--- config.mk ---
export PLATFORM = sky130hd
export DESIGN_NAME = uart_tx_frame
export DESIGN_NICKNAME = d
export VERILOG_FILES = /design/src/rtl/uart_tx_frame.sv
export SDC_FILE = /design/constraint.sdc
export NUM_CORES = 1
export LEC_CHECK = 0
export ABC_AREA = 1
export CORE_MARGIN = 2
export CORE_UTILIZATION = 55
export DETAILED_ROUTE_END_ITERATION = 16
export PLACE_DENSITY = 0.78
export RECOVER_POWER = 100
export SLEW_MARGIN = 20
export SYNTH_ARGS = -nofsm -noshare
export SYNTH_HDL_FRONTEND = slang
export SYNTH_SLANG_ARGS = --single-unit
--- constraint.sdc ---
create_clock -name clk -period 1.8 [get_ports clk]
set_input_delay 0.36 -clock clk [delete_from_list [all_inputs] [get_ports clk]]
set_output_delay 0.36 -clock clk [all_outputs]
set_load 0.1 [all_outputs]
--- src/rtl/uart_tx_frame.sv ---
// Parametrised UART transmitter: 5..8 data bits, none/odd/even parity, 1 or 2 stop bits, optional input FIFO.
// Optional line-break control is compiled in when UART_TX_BREAK_EN is defined.
module uart_tx_frame #(
    parameter int CLK_FREQ  = 50000000,
    parameter int BAUD_RATE = 115200,
    parameter int DATA_BITS = 8,
    parameter int PARITY    = 0,
    parameter int STOP_BITS = 1,
    parameter int FIFO_EA   = 0
) (
    input  logic       clk,
    input  logic       rstn,
    output logic       o_tready,
    input  logic       i_tvalid,
    input  logic [7:0] i_tdata,
    input  logic       i_tkeep,
`ifdef UART_TX_BREAK_EN
    input  logic       i_break,
`endif
    output logic       o_uart_tx,
    output logic       o_busy
);

    localparam int DIV = (CLK_FREQ + BAUD_RATE / 2) / BAUD_RATE;
    localparam int CW  = (DIV > 2) ? $clog2(DIV) : 1;
    localparam logic [CW-1:0] CNT_MAX  = CW'(DIV - 1);
    localparam logic [2:0]    BIT_MAX  = 3'(DATA_BITS - 1);
    localparam logic          STOP_MAX = (STOP_BITS == 2);

    localparam logic [2:0] S_IDLE  = 3'd0;
    localparam logic [2:0] S_START = 3'd1;
    localparam logic [2:0] S_DATA  = 3'd2;
    localparam logic [2:0] S_PAR   = 3'd3;
    localparam logic [2:0] S_STOP  = 3'd4;

    logic [2:0]           state_q, state_d;
    logic [CW-1:0]        cnt_q, cnt_d;
    logic [2:0]           bit_q, bit_d;
    logic                 stop_q, stop_d;
    logic [DATA_BITS-1:0] sh_q, sh_d;
    logic                 par_q, par_d;
    logic                 tx_q, tx_d;

    logic       brk;
    logic       adv;
    logic       ld_pt;
    logic       take;
    logic       src_vld;
    logic       src_keep;
    logic [7:0] src_data;
    logic       fifo_ne;
    logic       unused_bits;

`ifdef UART_TX_BREAK_EN
    assign brk = i_break;
`else
    assign brk = 1'b0;
`endif

    assign adv   = (cnt_q == CNT_MAX);
    // Load point: idle, or the very last cycle of the final stop bit so frames abut.
    assign ld_pt = ~brk & ((state_q == S_IDLE) |
                           ((state_q == S_STOP) & adv & (stop_q == STOP_MAX)));
    assign take  = ld_pt & src_vld;

    // Upper data bits beyond DATA_BITS are deliberately dropped.
    assign unused_bits = &{1'b0, src_data};

    generate
        if (FIFO_EA != 0) begin : g_fifo
            localparam int EA = (FIFO_EA < 2) ? 2 : FIFO_EA;

            logic [8:0]  mem_q [2**EA];
            logic [EA:0] wp_q, rp_q;
            logic        empty, full, push;

            assign empty    = (wp_q == rp_q);
            assign full     = (wp_q[EA] != rp_q[EA]) && (wp_q[EA-1:0] == rp_q[EA-1:0]);
            assign o_tready = rstn & ~full & ~brk;
            assign push     = i_tvalid & o_tready;

            always_ff @(posedge clk) begin
                if (!rstn) begin
                    wp_q <= '0;
                    rp_q <= '0;
                end else begin
                    if (push) wp_q <= wp_q + 1'b1;
                    if (take) rp_q <= rp_q + 1'b1;
                end
            end

            always_ff @(posedge clk) begin
                if (push) mem_q[wp_q[EA-1:0]] <= {i_tkeep, i_tdata};
            end

            assign src_vld               = ~empty;
            assign {src_keep, src_data}  = mem_q[rp_q[EA-1:0]];
            assign fifo_ne               = ~empty;
        end else begin : g_nofifo
            assign o_tready = rstn & ld_pt;
            assign src_vld  = i_tvalid;
            assign src_keep = i_tkeep;
            assign src_data = i_tdata;
            assign fifo_ne  = 1'b0;
        end
    endgenerate

    always_comb begin
        state_d = state_q;
        cnt_d   = cnt_q;
        bit_d   = bit_q;
        stop_d  = stop_q;
        sh_d    = sh_q;
        par_d   = par_q;

        if (state_q != S_IDLE) cnt_d = adv ? '0 : cnt_q + 1'b1;

        case (state_q)
            S_IDLE: ;
            S_START: begin
                if (adv) begin
                    state_d = S_DATA;
                    bit_d   = 3'd0;
                end
            end
            S_DATA: begin
                if (adv) begin
                    sh_d = sh_q >> 1;
                    if (bit_q == BIT_MAX) begin
                        state_d = (PARITY != 0) ? S_PAR : S_STOP;
                        stop_d  = 1'b0;
                    end else begin
                        bit_d = bit_q + 1'b1;
                    end
                end
            end
            S_PAR: begin
                if (adv) begin
                    state_d = S_STOP;
                    stop_d  = 1'b0;
                end
            end
            S_STOP: begin
                if (adv) begin
                    if (stop_q == STOP_MAX) state_d = S_IDLE;
                    else                    stop_d  = 1'b1;
                end
            end
            default: state_d = S_IDLE;
        endcase

        // A discarded word (keep=0) is consumed here without ever leaving IDLE.
        if (take) begin
            cnt_d = '0;
            if (src_keep) begin
                state_d = S_START;
                sh_d    = src_data[DATA_BITS-1:0];
                par_d   = (^src_data[DATA_BITS-1:0]) ^ (PARITY == 1);
            end else begin
                state_d = S_IDLE;
            end
        end

        case (state_q)
            S_IDLE:  tx_d = ~brk;
            S_START: tx_d = 1'b0;
            S_DATA:  tx_d = sh_q[0];
            S_PAR:   tx_d = par_q;
            default: tx_d = 1'b1;
        endcase
    end

    always_ff @(posedge clk) begin
        if (!rstn) begin
            state_q <= S_IDLE;
            cnt_q   <= '0;
            bit_q   <= 3'd0;
            stop_q  <= 1'b0;
            tx_q    <= 1'b1;
        end else begin
            state_q <= state_d;
            cnt_q   <= cnt_d;
            bit_q   <= bit_d;
            stop_q  <= stop_d;
            tx_q    <= tx_d;
        end
    end

    always_ff @(posedge clk) begin
        sh_q  <= sh_d;
        par_q <= par_d;
    end

    assign o_uart_tx = tx_q;
    assign o_busy    = (state_q != S_IDLE) | fifo_ne | brk;

endmodule

# After elaboration in Yosys (flattened, before gate mapping)
# Index checks and enable logic that the tools add are counted.
# op_classes
reduce_logical	10
n_mux	25
n_eq_ne	19
addsub	2
bitwise_logic	7
# op_table
op	n
two-way mux 8 bit	4
two-way mux 3 bit	10
inequality test 3 bit, second input constant	6
case mux 3 bit (5 select lines)	1
inequality test 2 bit, second input constant	7
adder 9 x 1 -> 9 bit, second input constant	1
== test 9 bit, second input constant	1
two-way mux 9 bit	1
parity 8 bit	1
AND reduction 7 bit	1
== test 3 x 2 -> 1 bit, second input constant	2
== test 3 bit, second input constant	2
two-way mux 1 bit	6
case mux 1 bit (3 select lines)	2
case mux 3 bit (2 select lines)	1
nonzero test 3 bit	2
AND reduction 5 bit	1
AND 1 bit	4
AND reduction 4 bit	1
adder 3 x 1 -> 3 bit, second input constant	1
== test 3 x 1 -> 1 bit, second input constant	1
logical NOT 3 bit	1
inverter 1 bit	2
AND reduction 2 bit	1
3 further kinds	3
# word_totals
ff_bits	26
output_inout_bits	3
word_cells	70

# Depth between registers and ports, before layout
# Gate-level depths: netlist of the first run.
# depth
ltp_word	7
depth_mapped	11

# Least setup slack after synthesis of the first run
# Ideal clock, no wire load.
# synth_path
kind	register to output
start	register cnt_q[0]
end	output port o_tready
path_buffers	0
t_required_ps	1440
path_stages_with_launch	8
arrival_ps	2212
path_slack_ps	-772
path_cell_list	dfxtp_1 > ha_1 > nand2_1 > nor2_1 > nand2_4 > nand2_4 > nand2_1 > nor2_1
# synth_via
elab_chain_cells	5
# synth_lines
item	line_no	source
from (decl)	37	logic [CW-1:0] cnt_q, cnt_d;
from (signal assigned)	182	cnt_q <= cnt_d;
== test 9 bit	60	assign adv = (cnt_q == CNT_MAX);
AND 1 bit (2 in a row)	63	((state_q == S_STOP) & adv & (stop_q == STOP_MAX)));
bitwise OR 1 bit	62	assign ld_pt = ~brk & ((state_q == S_IDLE) |
AND 1 bit	100	assign o_tready = rstn & ld_pt;
to (decl)	13	output logic o_tready,
# Every way passes these cells.

# Worst setup path in the final report of the first run
# layout_path
start	register cnt_q[1]
end	output port o_tready
# Same word-level chain as after synthesis.

==> flow_summary.json, run 1 <==
{
  "die_area_um2": 3050,
  "drc": 0,
  "hold_violations": 0,
  "fin_crit_sh_pct": 101,
  "power.density_nw_per_um2": 762,
  "finClkSkew_ns": 0.000790,
  "grt_start_max_net_pins": 14,
  "vias": 1351,
  "dr.pass1.iters": 4,
  "num_rows": 18,
  "first_global_vias": 1289,
  "synth_cells": 205,
  "cp.arrival_ns": 1.46,
  "clock_latency_ns": 0.31,
  "cts.path.max_buffers": 2,
  "start_kind": "flip-flop",
  "antenna_cells": 0,
  "slew-limit-headroom_pct": 64.0,
  "muxShareOfSynthArea_pct": 0,
  "synth_top_family_by_area": "simple AND/OR/NAND/NOR gates",
  "synth_nets": 221,
  "avgRoutedWirePerCell_um": 11.7,
  "htreeDepth": 1,
  "die_h_um": 55.2,
  "cts_root_buf": "clkbuf_4",
  "synth-simple-area-share_pct": 42.0,
  "drt_iter0_drc": 50,
  "ys_seq_area_share_pct": 35.4,
  "core_um2": 2480,
  "die_w_um": 55.2,
  "ys_seq_elements": 25,
  "io_buffers": 14,
  "antenna_found_initial": 0,
  "drtAntennaViolNets": 0,
  "path_max_fanout": 2,
  "routed_wl_mm": 3.02,
  "grt_overflow": 0,
  "yosys_warnings": 0,
  "hold_class": "reg2reg",
  "cts_buffers": 3,
  "nets": 245,
  "avgSynthCellArea_um2": 7.04,
  "grt_pass1_wl_mm": 5.29,
  "n_fill_cell": 208,
  "yosys.cell_types.count": 28,
  "report.final.slew_viol_count": 0,
  "path_class": "reg2out",
  "gp_congestion": 0.819,
  "failed_checks": "setup timing",
  "drv_cap": 0,
  "ctsHoldBuffers": 0,
  "endpoint_kind": "output port",
  "clk_pin_slew_ns": 0.13,
  "tightest_slew_ns": 0.542,
  "most-common-layout-cells": "nand2_1 (75), dfxtp_1 (21), inv_1 (20)",
  "fmax_mhz": 549,
  "cts_sinks": 25,
  "required_ns": 1.44,
  "io_pins": 15,
  "rsz0062_at_grt": "true",
  "syn_area_um2": 1440,
  "finalSetupViolations": 1,
  "setup_slack_ns": -0.0201,
  "drive_above_1_share_pct": 16.7,
  "hold-worst-slack_ns": 0.481,
  "viasPerCell": 5.24,
  "status": "complete, but fails checks",
  "min_period_ns": 1.82,
  "worst_ir_drop_vdd_mv": 0.615,
  "area_delta_synth_final_pct": 18.9,
  "synth-compound-area-share_pct": 5.81,
  "synth_xor_xnor_area_share_pct": 5.46,
  "dpl.hpwl_mm": 2.21,
  "layout_commonest_cell": "nand2_1",
  "synthAdderAreaFrac_pct": 3.47,
  "grt.total_usage_pct": 21.2,
  "leakage_nw": 0.797,
  "postLayoutCoreUtil_pct": 69.2,
  "start_util_pct": 58.2,
  "cts_tree": "built"
}
[critical path, stage by stage (launching register included)]
cell and delay (ns):
dfxtp_2 0.35, inv_2 0.06, ha_4 0.13, nand2_4 0.05
nor2_4 0.10, nand2_4 0.06, nand2_4 0.07, nand2_4 0.05
nor2_4 0.10, buf_12 0.18
[flip-flops by register name, summed over array words and instances (netlist names)]
register and cells:
cnt_q 9, bit_q 3, par_q 1, sh_q 8, state_q 3, o_uart_tx 1
[per-layer routing]
metal	vias to the layer above	wire (um)	track usage, %	share of wire, %
li1	695	-	-	-
met1	611	1370	25.9	45
met2	41	1490	35.7	49
met3	4	120	2.81	4.0
met4	0	38	11.5	1.3
met5	-	0	0	0
[per-stage QoR]
stage | area [um2] | cells | setup slack [ns] | TNS, ns | total power [mW]
after floorplan | 1450 | 205 | 0.00659 | 0 | 0.936
after global placement | 1660 | 250 | 0.170 | 0 | 1.04
after detailed placement | 1660 | 250 | 0.122 | 0 | 1.06
after CTS | 1750 | 258 | -0.0554 | -0.0554 | 1.33
after global routing | 1720 | 258 | -0.0898 | -0.0898 | 1.38
final | 1720 | 258 | -0.0201 | -0.0201 | 1.31
[power breakdown]
part | internal (mW) | switching (mW)
combinational | 0.154 | 0.247
sequential | 0.620 | 0.0379
clock | 0.0865 | 0.162
[worst paths after layout]
path         cells after the start       end      from  slack, ns
min reg2reg                      2  bit_q[2]  bit_q[2]       0.48
max                              9  o_tready  cnt_q[1]      -0.02
max reg2reg                      9     par_q  cnt_q[1]       0.10
min                              2  bit_q[2]  bit_q[2]       0.48
[repair_timing]
item                       in CTS  in global routing
resized for setup               9                  2
setup endpoints to repair       1                  1
gates cloned                    0                  0
buffers inserted                4                  0
pin swaps                       3                  1
[kinds of logic after synthesis]
kind of cell,after synthesis
compound gates,15
xor+xnor,9
fa+ha+maj,4
buf+inv,27
flops,25
simple gates,125
[synthesized netlist by cell type]
library cell | instances | area share, %
xnor2_1 | 6 | 3.6
nand2_4 | 4 | 3.1
nor2_4 | 3 | 2.3
nor3_1 | 1 | 0.35
o22ai_1 | 1 | 0.43
inv_2 | 5 | 1.3
clkinv_4 | 1 | 0.61
nand2_1 | 77 | 20
o21ai_0 | 1 | 0.35
nand2_2 | 2 | 0.87
nand4_1 | 6 | 2.6
xor2_1 | 3 | 1.8
nor3_2 | 1 | 0.69
dfxtp_1 | 24 | 33
buf_6 | 1 | 0.78
nand3_2 | 2 | 1.4
nor2_2 | 1 | 0.43
nand3_1 | 14 | 4.9
nand4_4 | 1 | 1.5
or2_1 | 1 | 0.43
nor2_1 | 11 | 2.9
nand3b_1 | 1 | 0.52
a21oi_1 | 11 | 3.8
o2111ai_1 | 1 | 0.61
ha_1 | 4 | 3.5
inv_1 | 20 | 5.2
a21oi_2 | 1 | 0.61
edfxtp_1 | 1 | 2.1
[area by class of cell]
| type | count | area (um2) | share of cell area, % |
|---|---|---|---|
| multi-input combinational | 153 | 842 | 49.1 |
| sequential | 25 | 514 | 30.0 |
| timing repair buffer | 20 | 198 | 11.5 |
| inverter | 26 | 97.6 | 5.69 |
| tap | 30 | 37.5 | 2.19 |
| clock buffer | 4 | 26.3 | 1.53 |
No activity file was read; power rests on OpenSTA's default activity.
==> inputs of run 2 (changes only) <==
- clock period: 1.8 -> 2 ns (I/O delays scaled with it)
==> flow_summary.json, run 2 (synthesized netlist as in run 1, its figures left out) <==
{
  "status": "finished clean",
  "worst_ir_drop_vdd_mv": 0.597,
  "drtAntennaViolNets": 0,
  "largest_reg_flops": 9,
  "io_pins": 15,
  "cts.path.max_buffers": 2,
  "die_area_um2": 3050,
  "hold-worst-slack_ns": 0.482,
  "n_fill_cell": 208,
  "num_rows": 18,
  "clock_latency_ns": 0.31,
  "fin_crit_sh_pct": 96.5,
  "start_util_pct": 58.2,
  "seqPwrFrac_pct": 50.7,
  "hold_violations": 0,
  "cts_buffers": 3,
  "dr.pass1.iters": 4,
  "top_regs": "cnt_q (9), sh_q (8)",
  "avgRoutedWirePerCell_um": 11.5,
  "dpl_cell_area_um2": 1650,
  "r2r_slack_ns": 0.30,
  "power.switching_uw": 401,
  "hold_class": "reg2reg",
  "fmax_mhz": 518,
  "grt_start_max_net_pins": 14,
  "grt_pass1_wl_mm": 5.20,
  "min_period_ns": 1.93,
  "viasPerCell": 5.21,
  "p_clk_share_pct": 18.9,
  "rsz0062_at_grt": "true",
  "slew-limit-headroom_pct": 64.3,
  "first_global_vias": 1216,
  "antenna_cells": 0,
  "stdcell_area_um2": 1740,
  "cts_tree": "built",
  "tightest_slew_ns": 0.537,
  "path_class": "reg2out",
  "dpl.hpwl_mm": 2.14,
  "wl_met1_mm": 1.40,
  "wl_met3_um": 100,
  "clk_pin_slew_ns": 0.13,
  "finClkSkew_ns": 0.00658,
  "cp.arrival_ns": 1.53,
  "grt_overflow": 0,
  "swShare_pct": 34.1,
  "required_ns": 1.60,
  "area_delta_synth_final_pct": 20.6,
  "path_max_fanout": 2,
  "tns_ns": 0,
  "drc": 0,
  "start_kind": "flip-flop",
  "drive_above_1_share_pct": 18.0,
  "core_um2": 2480,
  "report.final.slew_viol_count": 0,
  "drv_cap": 0,
  "drt_iter0_drc": 53,
  "most-common-layout-cells": "nand2_1 (75), dfxtp_1 (22), inv_1 (19)",
  "die_w_um": 55.2,
  "routed_wl_mm": 2.96,
  "layout_commonest_cell": "nand2_1",
  "highest_layer": "met4",
  "die_h_um": 55.2,
  "nets": 245,
  "power.density_nw_per_um2": 675,
  "leakage_nw": 0.799,
  "htreeDepth": 1,
  "wl_met2_mm": 1.44,
  "vias": 1343,
  "regMostFlops": "cnt_q",
  "cts_root_buf": "clkbuf_4",
  "gp_congestion": 0.816,
  "p_int_uw": 774,
  "antenna_found_initial": 0,
  "grt.total_usage_pct": 20.7,
  "cts_sinks": 25,
  "endpoint_kind": "output port",
  "power_frac_comb_pct": 30.4,
  "io_buffers": 14,
  "finalSetupViolations": 0
}
-- run 2: area by class of cell --
type                    count  area, um2  share of cell area, %
flip-flops and latches     25        513                   29.5
multi-input cells         153        861                   49.5
well taps                  30       37.5                   2.16
repair buffers             20        200                   11.5
clock buffers               4       26.3                   1.51
inverters                  26        103                   5.90
-- run 2: path summary, 6_finish.rpt --
path                               start       end  depth (start not counted)
worst max register to register  cnt_q[1]   sh_q[0]                         13
worst max-delay path            cnt_q[1]  o_tready                          9
worst min-delay path             sh_q[7]   sh_q[7]                          2
worst min register to register   sh_q[7]   sh_q[7]                          2
-- run 2: critical path: stages (launching register included) --
cell and delay [ns]:
dfxtp_2 0.35, inv_2 0.06, ha_4 0.14, nand2_4 0.05, nor2_4 0.14, nand2_4 0.07, nand2_4 0.07, nand2_4 0.05
nor2_4 0.10, buf_12 0.18
-- run 2: per-stage QoR --
stage          total power [mW]  setup WS, ns  std cells  utilization (%)
2_1_floorplan             0.842         0.134        205                -
4_1_cts                    1.18        0.0116        257             68.8
5_1_grt                    1.25       -0.0124        258             70.3
3_5_place_dp              0.946         0.200        250             66.6
6_report                   1.18        0.0706        258             70.3
3_3_place_gp              0.935         0.295        250             66.6
-- run 2: layer usage --
metal  vias up  track usage (%)
met5         -                0
met4         0             7.32
met3         2             3.04
met2        26             33.7
met1       619             28.0
li1        696                -
-- run 2: power groups by stage --
| stage | Combinational (mW) | Sequential (mW) | Clock [mW] |
|---|---|---|---|
| floorplan | 0.237 | 0.604 | 0 |
| global placement | 0.334 | 0.601 | 0 |
| detailed placement | 0.342 | 0.604 | 0 |
| CTS | 0.351 | 0.594 | 0.233 |
| global route | 0.398 | 0.602 | 0.249 |
| finish | 0.357 | 0.596 | 0.222 |
-- run 2: timing repair --
action,in CTS,in global routing
gates resized for setup,4,7
setup buffers,3,1
hold buffers,0,0
endpoints found under the setup margin,1,1
pin swaps,2,3
==> inputs of run 3 (changes only) <==
- TNS_END_PERCENT: default -> 1
==> results of run 3 <==
The final DEF is identical to that of run 2; final timing and power are the same.
